`src/rtl/command_arbiter.sv`:
```
// rtl/command_arbiter.sv - button/clap command arbiter with pending flags, round-robin set grant and guard window
// Inc/dec requests are served before set requests; each set opens a GUARD_CYCLES busy window.
module command_arbiter #(
    parameter int GUARD_CYCLES = 16,
    parameter int STATE_MAX    = 4
) (
    input  logic       clk_i,
    input  logic       rst_i,
    input  logic       btnu_i,
    input  logic       btnd_i,
    input  logic       btnl_i,
    input  logic       btnr_i,
    input  logic       btnc_i,
    input  logic       clap_set_i,
    output logic       rst_o,
    output logic       set_o,
    output logic [2:0] state_o,
    output logic       set_src_o,
    output logic       busy_o,
    output logic       lock_o,
    output logic       drop_o
);

    localparam int CW = (GUARD_CYCLES > 1) ? $clog2(GUARD_CYCLES) : 1;
    localparam logic [CW-1:0] GUARD_LOAD = CW'(GUARD_CYCLES - 1);
    localparam logic [2:0]    SMAX       = 3'(STATE_MAX);

    typedef enum logic {IDLE, GUARD} fsm_t;

    fsm_t          fsm_q, fsm_d;
    logic [CW-1:0] cnt_q, cnt_d;
    logic          pend_inc_q, pend_inc_d;
    logic          pend_dec_q, pend_dec_d;
    logic          pend_bset_q, pend_bset_d;
    logic          pend_cset_q, pend_cset_d;
    logic          rr_clap_q, rr_clap_d;
    logic [2:0]    state_d;
    logic          set_src_d, lock_d, rst_d, set_d, busy_d, drop_d;
    logic          grant_clap;

    always_ff @(posedge clk_i or posedge rst_i) begin
        if (rst_i) begin
            fsm_q       <= IDLE;
            cnt_q       <= '0;
            pend_inc_q  <= 1'b0;
            pend_dec_q  <= 1'b0;
            pend_bset_q <= 1'b0;
            pend_cset_q <= 1'b0;
            rr_clap_q   <= 1'b0;
            state_o     <= 3'd0;
            set_src_o   <= 1'b0;
            lock_o      <= 1'b0;
            rst_o       <= 1'b0;
            set_o       <= 1'b0;
            busy_o      <= 1'b0;
            drop_o      <= 1'b0;
        end else begin
            fsm_q       <= fsm_d;
            cnt_q       <= cnt_d;
            pend_inc_q  <= pend_inc_d;
            pend_dec_q  <= pend_dec_d;
            pend_bset_q <= pend_bset_d;
            pend_cset_q <= pend_cset_d;
            rr_clap_q   <= rr_clap_d;
            state_o     <= state_d;
            set_src_o   <= set_src_d;
            lock_o      <= lock_d;
            rst_o       <= rst_d;
            set_o       <= set_d;
            busy_o      <= busy_d;
            drop_o      <= drop_d;
        end
    end

    always_comb begin
        fsm_d       = fsm_q;
        cnt_d       = cnt_q;
        pend_inc_d  = pend_inc_q;
        pend_dec_d  = pend_dec_q;
        pend_bset_d = pend_bset_q;
        pend_cset_d = pend_cset_q;
        rr_clap_d   = rr_clap_q;
        state_d     = state_o;
        set_src_d   = set_src_o;
        lock_d      = lock_o;
        rst_d       = 1'b0;
        set_d       = 1'b0;
        drop_d      = 1'b0;
        grant_clap  = 1'b0;

        if (btnd_i) begin
            // Datapath reset wins over everything sampled on the same edge, silently.
            rst_d       = 1'b1;
            pend_inc_d  = 1'b0;
            pend_dec_d  = 1'b0;
            pend_bset_d = 1'b0;
            pend_cset_d = 1'b0;
            fsm_d       = IDLE;
            cnt_d       = '0;
        end else begin
            lock_d      = lock_o ^ btnu_i;
            pend_inc_d  = pend_inc_q | btnr_i;
            pend_dec_d  = pend_dec_q | btnl_i;
            pend_bset_d = pend_bset_q | btnc_i;
            pend_cset_d = pend_cset_q | (clap_set_i & ~lock_o);
            drop_d      = (btnr_i & pend_inc_q) | (btnl_i & pend_dec_q) |
                          (btnc_i & pend_bset_q) |
                          (clap_set_i & (pend_cset_q | lock_o));

            // Service decisions use the flags as they stood before this edge.
            case (fsm_q)
                IDLE: begin
                    if (pend_inc_q || pend_dec_q) begin
                        pend_inc_d = 1'b0;
                        pend_dec_d = 1'b0;
                        if (pend_inc_q && !pend_dec_q)
                            state_d = (state_o == SMAX) ? 3'd0 : state_o + 3'd1;
                        else if (pend_dec_q && !pend_inc_q)
                            state_d = (state_o == 3'd0) ? SMAX : state_o - 3'd1;
                    end else if (pend_bset_q || pend_cset_q) begin
                        grant_clap = pend_cset_q & (~pend_bset_q | rr_clap_q);
                        set_d      = 1'b1;
                        set_src_d  = grant_clap;
                        rr_clap_d  = ~grant_clap;
                        if (grant_clap)
                            pend_cset_d = 1'b0;
                        else
                            pend_bset_d = 1'b0;
                        cnt_d      = GUARD_LOAD;
                        fsm_d      = GUARD;
                    end
                end
                GUARD: begin
                    if (cnt_q == '0)
                        fsm_d = IDLE;
                    else
                        cnt_d = cnt_q - 1'b1;
                end
                default: fsm_d = IDLE;
            endcase
        end

        busy_d = (fsm_d == GUARD);
    end

endmodule

```
`config.mk`:
```
export PLATFORM = sky130hd
export DESIGN_NAME = command_arbiter
export DESIGN_NICKNAME = d
export VERILOG_FILES = /design/src/rtl/command_arbiter.sv
export SDC_FILE = /design/constraint.sdc
export NUM_CORES = 1
export LEC_CHECK = 0
export BUFFER_PORTS_ARGS = -buffer_cell sky130_fd_sc_hd__buf_2
export CORE_MARGIN = 2
export CORE_UTILIZATION = 40
export DETAILED_ROUTE_END_ITERATION = 12
export PLACE_DENSITY = 0.69
export SETUP_SLACK_MARGIN = 0.3
export SKIP_LAST_GASP = 1
export SYNTH_ARGS = -nofsm -noshare
export SYNTH_HDL_FRONTEND = slang
export SYNTH_SLANG_ARGS = --single-unit
```
`constraint.sdc`:
```
create_clock -name clk_i -period 2.3 [get_ports clk_i]
set_input_delay 0.115 -clock clk_i [delete_from_list [all_inputs] [get_ports clk_i]]
set_output_delay 0.115 -clock clk_i [all_outputs]
set_load 0.1 [all_outputs]
```
# Yosys cells after proc, flatten, opt, wreduce, memory -nomap -nowiden
# Index checks and enable logic that the tools add are counted.
classes:
  n_addsub: 3
  reduce_logical: 12
  mux: 34
  n_bitwise: 22
  eq_ne: 4
ops:
  columns: ["op", "count"]
  rows:
  - ["1-bit two-way mux", 24]
  - ["4-bit two-way mux", 4]
  - ["3-bit two-way mux", 4]
  - ["3-bit != test, second input constant", 3]
  - ["1-bit OR", 9]
  - ["4-bit one-hot mux with 2 select lines", 1]
  - ["4-bit AND reduction", 2]
  - ["1-bit bitwise AND", 6]
  - ["1-bit inverter", 6]
  - ["4-bit logical NOT", 1]
  - ["4-bit by 1-bit subtractor with 4-bit output, second input constant", 1]
  - ["3-bit by 1-bit adder with 3-bit output, second input constant", 1]
  - ["3-bit == test, second input constant", 1]
  - ["3-bit logical NOT", 1]
  - ["3-bit AND reduction", 1]
  - ["3-bit by 1-bit subtractor with 3-bit output, second input constant", 1]
  - ["1-bit logical AND", 2]
  - ["1-bit logical NOT", 2]
  - ["1-bit logical OR", 2]
  - ["1-bit one-hot mux with 2 select lines", 1]
  - ["2-bit nonzero test", 1]
  - ["1-bit XOR", 1]
word_totals:
  wordCells: 88
  ff_bits: 18

# Logic depth before layout (Yosys ltp)
logic_depth:
  ltp_word: 8
  ltp_mapped: 5
  mapped_depth_nobuf: 5

# Least setup slack after synthesis
# Ideal clock, no wire load.
synth_timing:
  path_type: "register -> register"
  from: "reg state_o[0]"
  to: "reg state_o[1]"
  synth_period_minus_slack_ns: 2.032
  stages_incl_launch_ff: 6
  path_buffers: 0
  setup_time_ns: 0.126
  path_slack_ns: 0.268
  t_required_ns: 2.174
  arrival_time_ns: 1.906
  path_cell_list: "dfrtp_1 inv_1 ha_1 mux2i_1 o21ai_0 mux2_2"
synth_via:
  elab_chain_len: 4
  word_cells_on_any_way: 8
  classes_between: "2 x add/sub; 1 x eq/ne; 4 x mux; 1 x reduce/logical"
synth_rtl:
  columns: ["element", "line", "source"]
  rows:
  - ["start, declared", "17", "output logic [2:0] state_o,"]
  - ["start signal, assigned", "65", "state_o <= state_d;"]
  - ["3-bit by 1-bit subtractor with 3-bit output or 3-bit logical NOT (tied branches)", "119", "state_d = (state_o == 3'd0) ? SMAX : state_o - 3'd1;"]
  - ["3-bit two-way mux", "119", null]
  - ["3-bit two-way mux", "118", "else if (pend_dec_q && !pend_inc_q)"]
  - ["3-bit two-way mux *", "116", "if (pend_inc_q && !pend_dec_q)"]
# Every way passes the cells marked *; elsewhere a longest branch is shown, timed or not. The select of a mux whose other input is x is not followed.
# A chain may end at the register's enable or synchronous reset.

# Worst setup path after layout
layout_timing:
  from: "reg cnt_q[0]"
  to: "reg cnt_q[3]"
layout_via:
  elab_chain_len: 4
  word_cells_on_any_way: 7
  classes_between: "1 x add/sub; 1 x eq/ne; 3 x mux; 2 x reduce/logical"
layout_rtl:
  columns: ["element", "line", "source"]
  rows:
  - ["start, declared", "31", "logic [CW-1:0] cnt_q, cnt_d;"]
  - ["start signal, assigned", "59", "cnt_q <= cnt_d;"]
  - ["4-bit by 1-bit subtractor with 4-bit output", "137", "cnt_d = cnt_q - 1'b1;"]
  - ["4-bit two-way mux", "134", "if (cnt_q == '0)"]
  - ["4-bit one-hot mux with 2 select lines", "111", "case (fsm_q)"]
  - ["4-bit two-way mux", "91", "if (btnd_i) begin"]
# Several ways; a longest one is shown, not always the timed one. The select of a mux whose other input is x is not followed.

==> summary.log <==
[worst_setup_path] data arrival time of the critical path 1780 ps
[clock_network] cts-stage hold buffer count 1
[floorplan] placeable core region 0.002233 mm2
[logic_synthesis] library cell with the largest summed area after synthesis sky130_fd_sc_hd__dfrtp_1
[sta] Final min period 1611 ps
[worst_setup_path] CP endpoint kind flop
[finish] area growth from synthesis to final layout 14.34%
[grt] Remaining Overflow, GRT 0
[logic_synthesis] total of warnings raised by yosys 0
[drt] first-pass iteration count of the detailed router 4
[job] Max Cap Viol 0
[floorplan] area enclosed by the die boundary 0.002783 mm2
[drt] remaining routing DRC violations 0
[sta] final setup fails 0
[finish] register area 451.7 um2
[finish] # fillers 228
[finish] final design utilization 0.4868
[floorplan] # rows 17
[logic_synthesis] library cells used by synthesis 35
[sta] Hold Violations, Final 0
[placed_design] routability congestion estimate from global placement 0.7123
[worst_setup_path] CP delay by family, top simple AND/OR/NAND/NOR gates
[worst_setup_path] required time of the worst setup path 2470 ps
[finish] total number of nets in the final design 121
[sta] unrepaired setup endpoints after global routing no
[floorplan] # IOs 17
[logic_synthesis] number of enable-type register cells in the synthesized netlist 0
[clock_network] maximum clock path buffer count 2
[logic_synthesis] Synth top area share 0.4737
[clock_network] post-CTS setup buffer count 0
[logic_synthesis] register bit count reported by yosys 18
[logic_synthesis] synthesized cell area 950.9 um2
[grt] initial antenna violation count 0
[drt] post-detailed-route count of antenna-violating nets 0
[worst_setup_path] type of the worst setup path reg2reg
[drt] number of vias in the routed layout 704
[grt] aggregate global-route resource usage 0.1528
[power] worst supply voltage drop on vdd 0.6928 mV
[clock_network] clock tree from TritonCTS built
[logic_synthesis] cell types with the highest counts after synthesis sky130_fd_sc_hd__dfrtp_1, sky130_fd_sc_hd__inv_1, sky130_fd_sc_hd__ha_1, sky130_fd_sc_hd__nor2_1
[hold_path] path category of the worst min-delay check in2reg
[floorplan] horizontal die dimension 52.76 um
[logic_synthesis] flip-flop cell with the highest count after synthesis sky130_fd_sc_hd__dfrtp_1
[clock_network] clock buffer count from CTS 3
[drt] starting DRC count in detailed routing 11
[logic_synthesis] share of synthesized area occupied by flip-flops and latches 0.4737
[sta] slew at the pin closest to its max-slew limit 672.4 ps
[sta] post-route clock skew 6.598 ps
[logic_synthesis] share of flip-flops with an asynchronous set or reset after synthesis 1.000
[floorplan] die outline height 52.76 um
[logic_synthesis] leading cell type by number of instances after synthesis sky130_fd_sc_hd__dfrtp_1
[clock_network] Skew-Pair Late Insertion Delay 300 ps
[finish] ratio of cells with drive above 1 in the final layout 0.2925
[sta] maximum clock frequency 0.6206 GHz
[grt] wire length of the first global-routing pass 2946 um
[clock_network] clock transition at the registers of the reported paths 100 ps
[sta] relative max-transition margin 0.5512
[power] leakage power total 0.5135 nW
[drt] routed wirelength normalized by instance count 13.28 um
[placed_design] detailed-placement wirelength estimate 1313 um
[drt] via/cell ratio 5.254
[worst_setup_path] slowest stage delay, CP 420 ps
[logic_synthesis] mean area per synthesized cell 10.93 um2
[sta] setup_tns 0 ps
[worst_setup_path] Slowest-stage cell, CP sky130_fd_sc_hd__or3b_4
[clock_network] clock root buffer sky130_fd_sc_hd__clkbuf_4
[worst_setup_path] sequence of cells on the critical path inv_1 -> ha_1 -> or3b_4 -> a22oi_2 -> a221oi_1
[sta] fin. max-slew vios 0
[sta] worst hold slack 50.55 ps
[floorplan] effective utilization at floorplan 0.4258
[clock_network] number of gates resized after cts 0
[logic_synthesis] leading post-synthesis cells by cell area sky130_fd_sc_hd__dfrtp_1, sky130_fd_sc_hd__ha_1, sky130_fd_sc_hd__inv_1
[clock_network] # H-tree levels 1
[clock_network] number of clock sinks seen by CTS 18
[worst_setup_path] critical path peak fanout 4
[placed_design] Buffers on Ports 16
[grt] via count of the first global-routing pass 693
[grt] maximum number of pins on one net before global-route repair 19
[sta] fin crit share 0.7006
[finish] area taken by multi-input logic gates 431.7 um2
[finish] total inserted antenna cells 0
[worst_setup_path] number of buffer and inverter instances along the worst setup path 1
[logic_synthesis] count of mapped cells out of synthesis 87
[power] power density normalized to cell area 1450 mW/mm2
[drt] drt total wl 1779 um
[worst_setup_path] startpoint type of the worst setup path flop
[outcome] run status finished, final reports clean
[logic_synthesis] net count after synthesis 101
## kinds of logic (layout without fill, tap and decap cells)
kind of cell | after synthesis | count (layout) | share of synthesized area
buf+inv | 16 | 35 | 0.07236
flops | 18 | 18 | 0.4737
compound gates | 22 | 22 | 0.1803
fa+ha+maj | 6 | 6 | 0.07895
xor+xnor | 4 | 4 | 0.03684
simple gates | 17 | 17 | 0.1132
mux | 4 | 4 | 0.04474
## path summary, 6_finish.rpt
check	from	end	slack [ps]	depth (start not counted)
max in group asynchronous	rst_i	state_o[0]	1390	3
hold / removal	btnr_i	pend_inc_q	50	3
setup reg to reg	cnt_q[0]	cnt_q[3]	690	5
min in group asynchronous	rst_i	fsm_q	440	3
hold reg to reg	set_src_o	set_src_o	520	1
setup / recovery	cnt_q[0]	cnt_q[3]	690	5
## cell usage in the layout, fill, tap and decap left out, drive strengths merged, types with 2 or more instances in the layout
cell    Yosys  routed
a21oi       3       3
a221oi      3       3
buf         2      16
clkbuf      0       4
dfrtp      18      18
ha          6       6
inv        14      14
mux2        2       2
mux2i       2       2
nand2       2       2
nor2        6       6
nor2b       2       2
nor3b       2       2
o21ai       5       5
or3b        2       2
xnor2       4       4
## worst min-delay path: cells and delay by family
kind / cells / cell delay (ps)
and+or+nand+nor: 2 / 100
buffers and inverters: 1 / 90
## layer usage
layer,GRT usage,wire [um]
met5,0,0
met4,0.1026,51
met1,0.1583,776
met3,0.03429,47
met2,0.2708,904
## area by class of cell
cell class,count,share of cell area
multi-input cells,53,0.3970
repair buffers,17,0.08285
well taps,28,0.03222
flip-flops and latches,18,0.4154
clock buffers,4,0.02417
inverters,14,0.04833
## per-stage QoR
stage	setup WS [ps]	instance area, um2	instances	total power [mW]
2_1_floorplan	370.7	952.2	87	1.276
3_3_place_gp	741.8	1051	129	1.396
3_5_place_dp	696.8	1051	129	1.418
4_1_cts	677.6	1087	134	1.593
5_1_grt	564.5	1087	134	1.684
6_report	688.7	1087	134	1.576
## where the power goes
| part | internal (mW) | switching, mW | total (mW) | leakage, nW |
|---|---|---|---|---|
| clock | 0.0676 | 0.0984 | 0.166 | 0.0150 |
| sequential | 0.415 | 0.0967 | 0.512 | 0.227 |
| combinational | 0.262 | 0.636 | 0.899 | 0.272 |
| total | 0.745 | 0.831 | 1.58 | 0.513 |
## registers in the layout, summed over array words and instances (netlist names)
register,cells
drop_o,1
lock_o,1
rst_o,1
fsm_q,1
set_src_o,1
rr_clap_q,1
pend_dec_q,1
set_o,1
state_o,3
pend_cset_q,1
pend_bset_q,1
pend_inc_q,1
cnt_q,4
No activity file was read; power rests on OpenSTA's default activity.
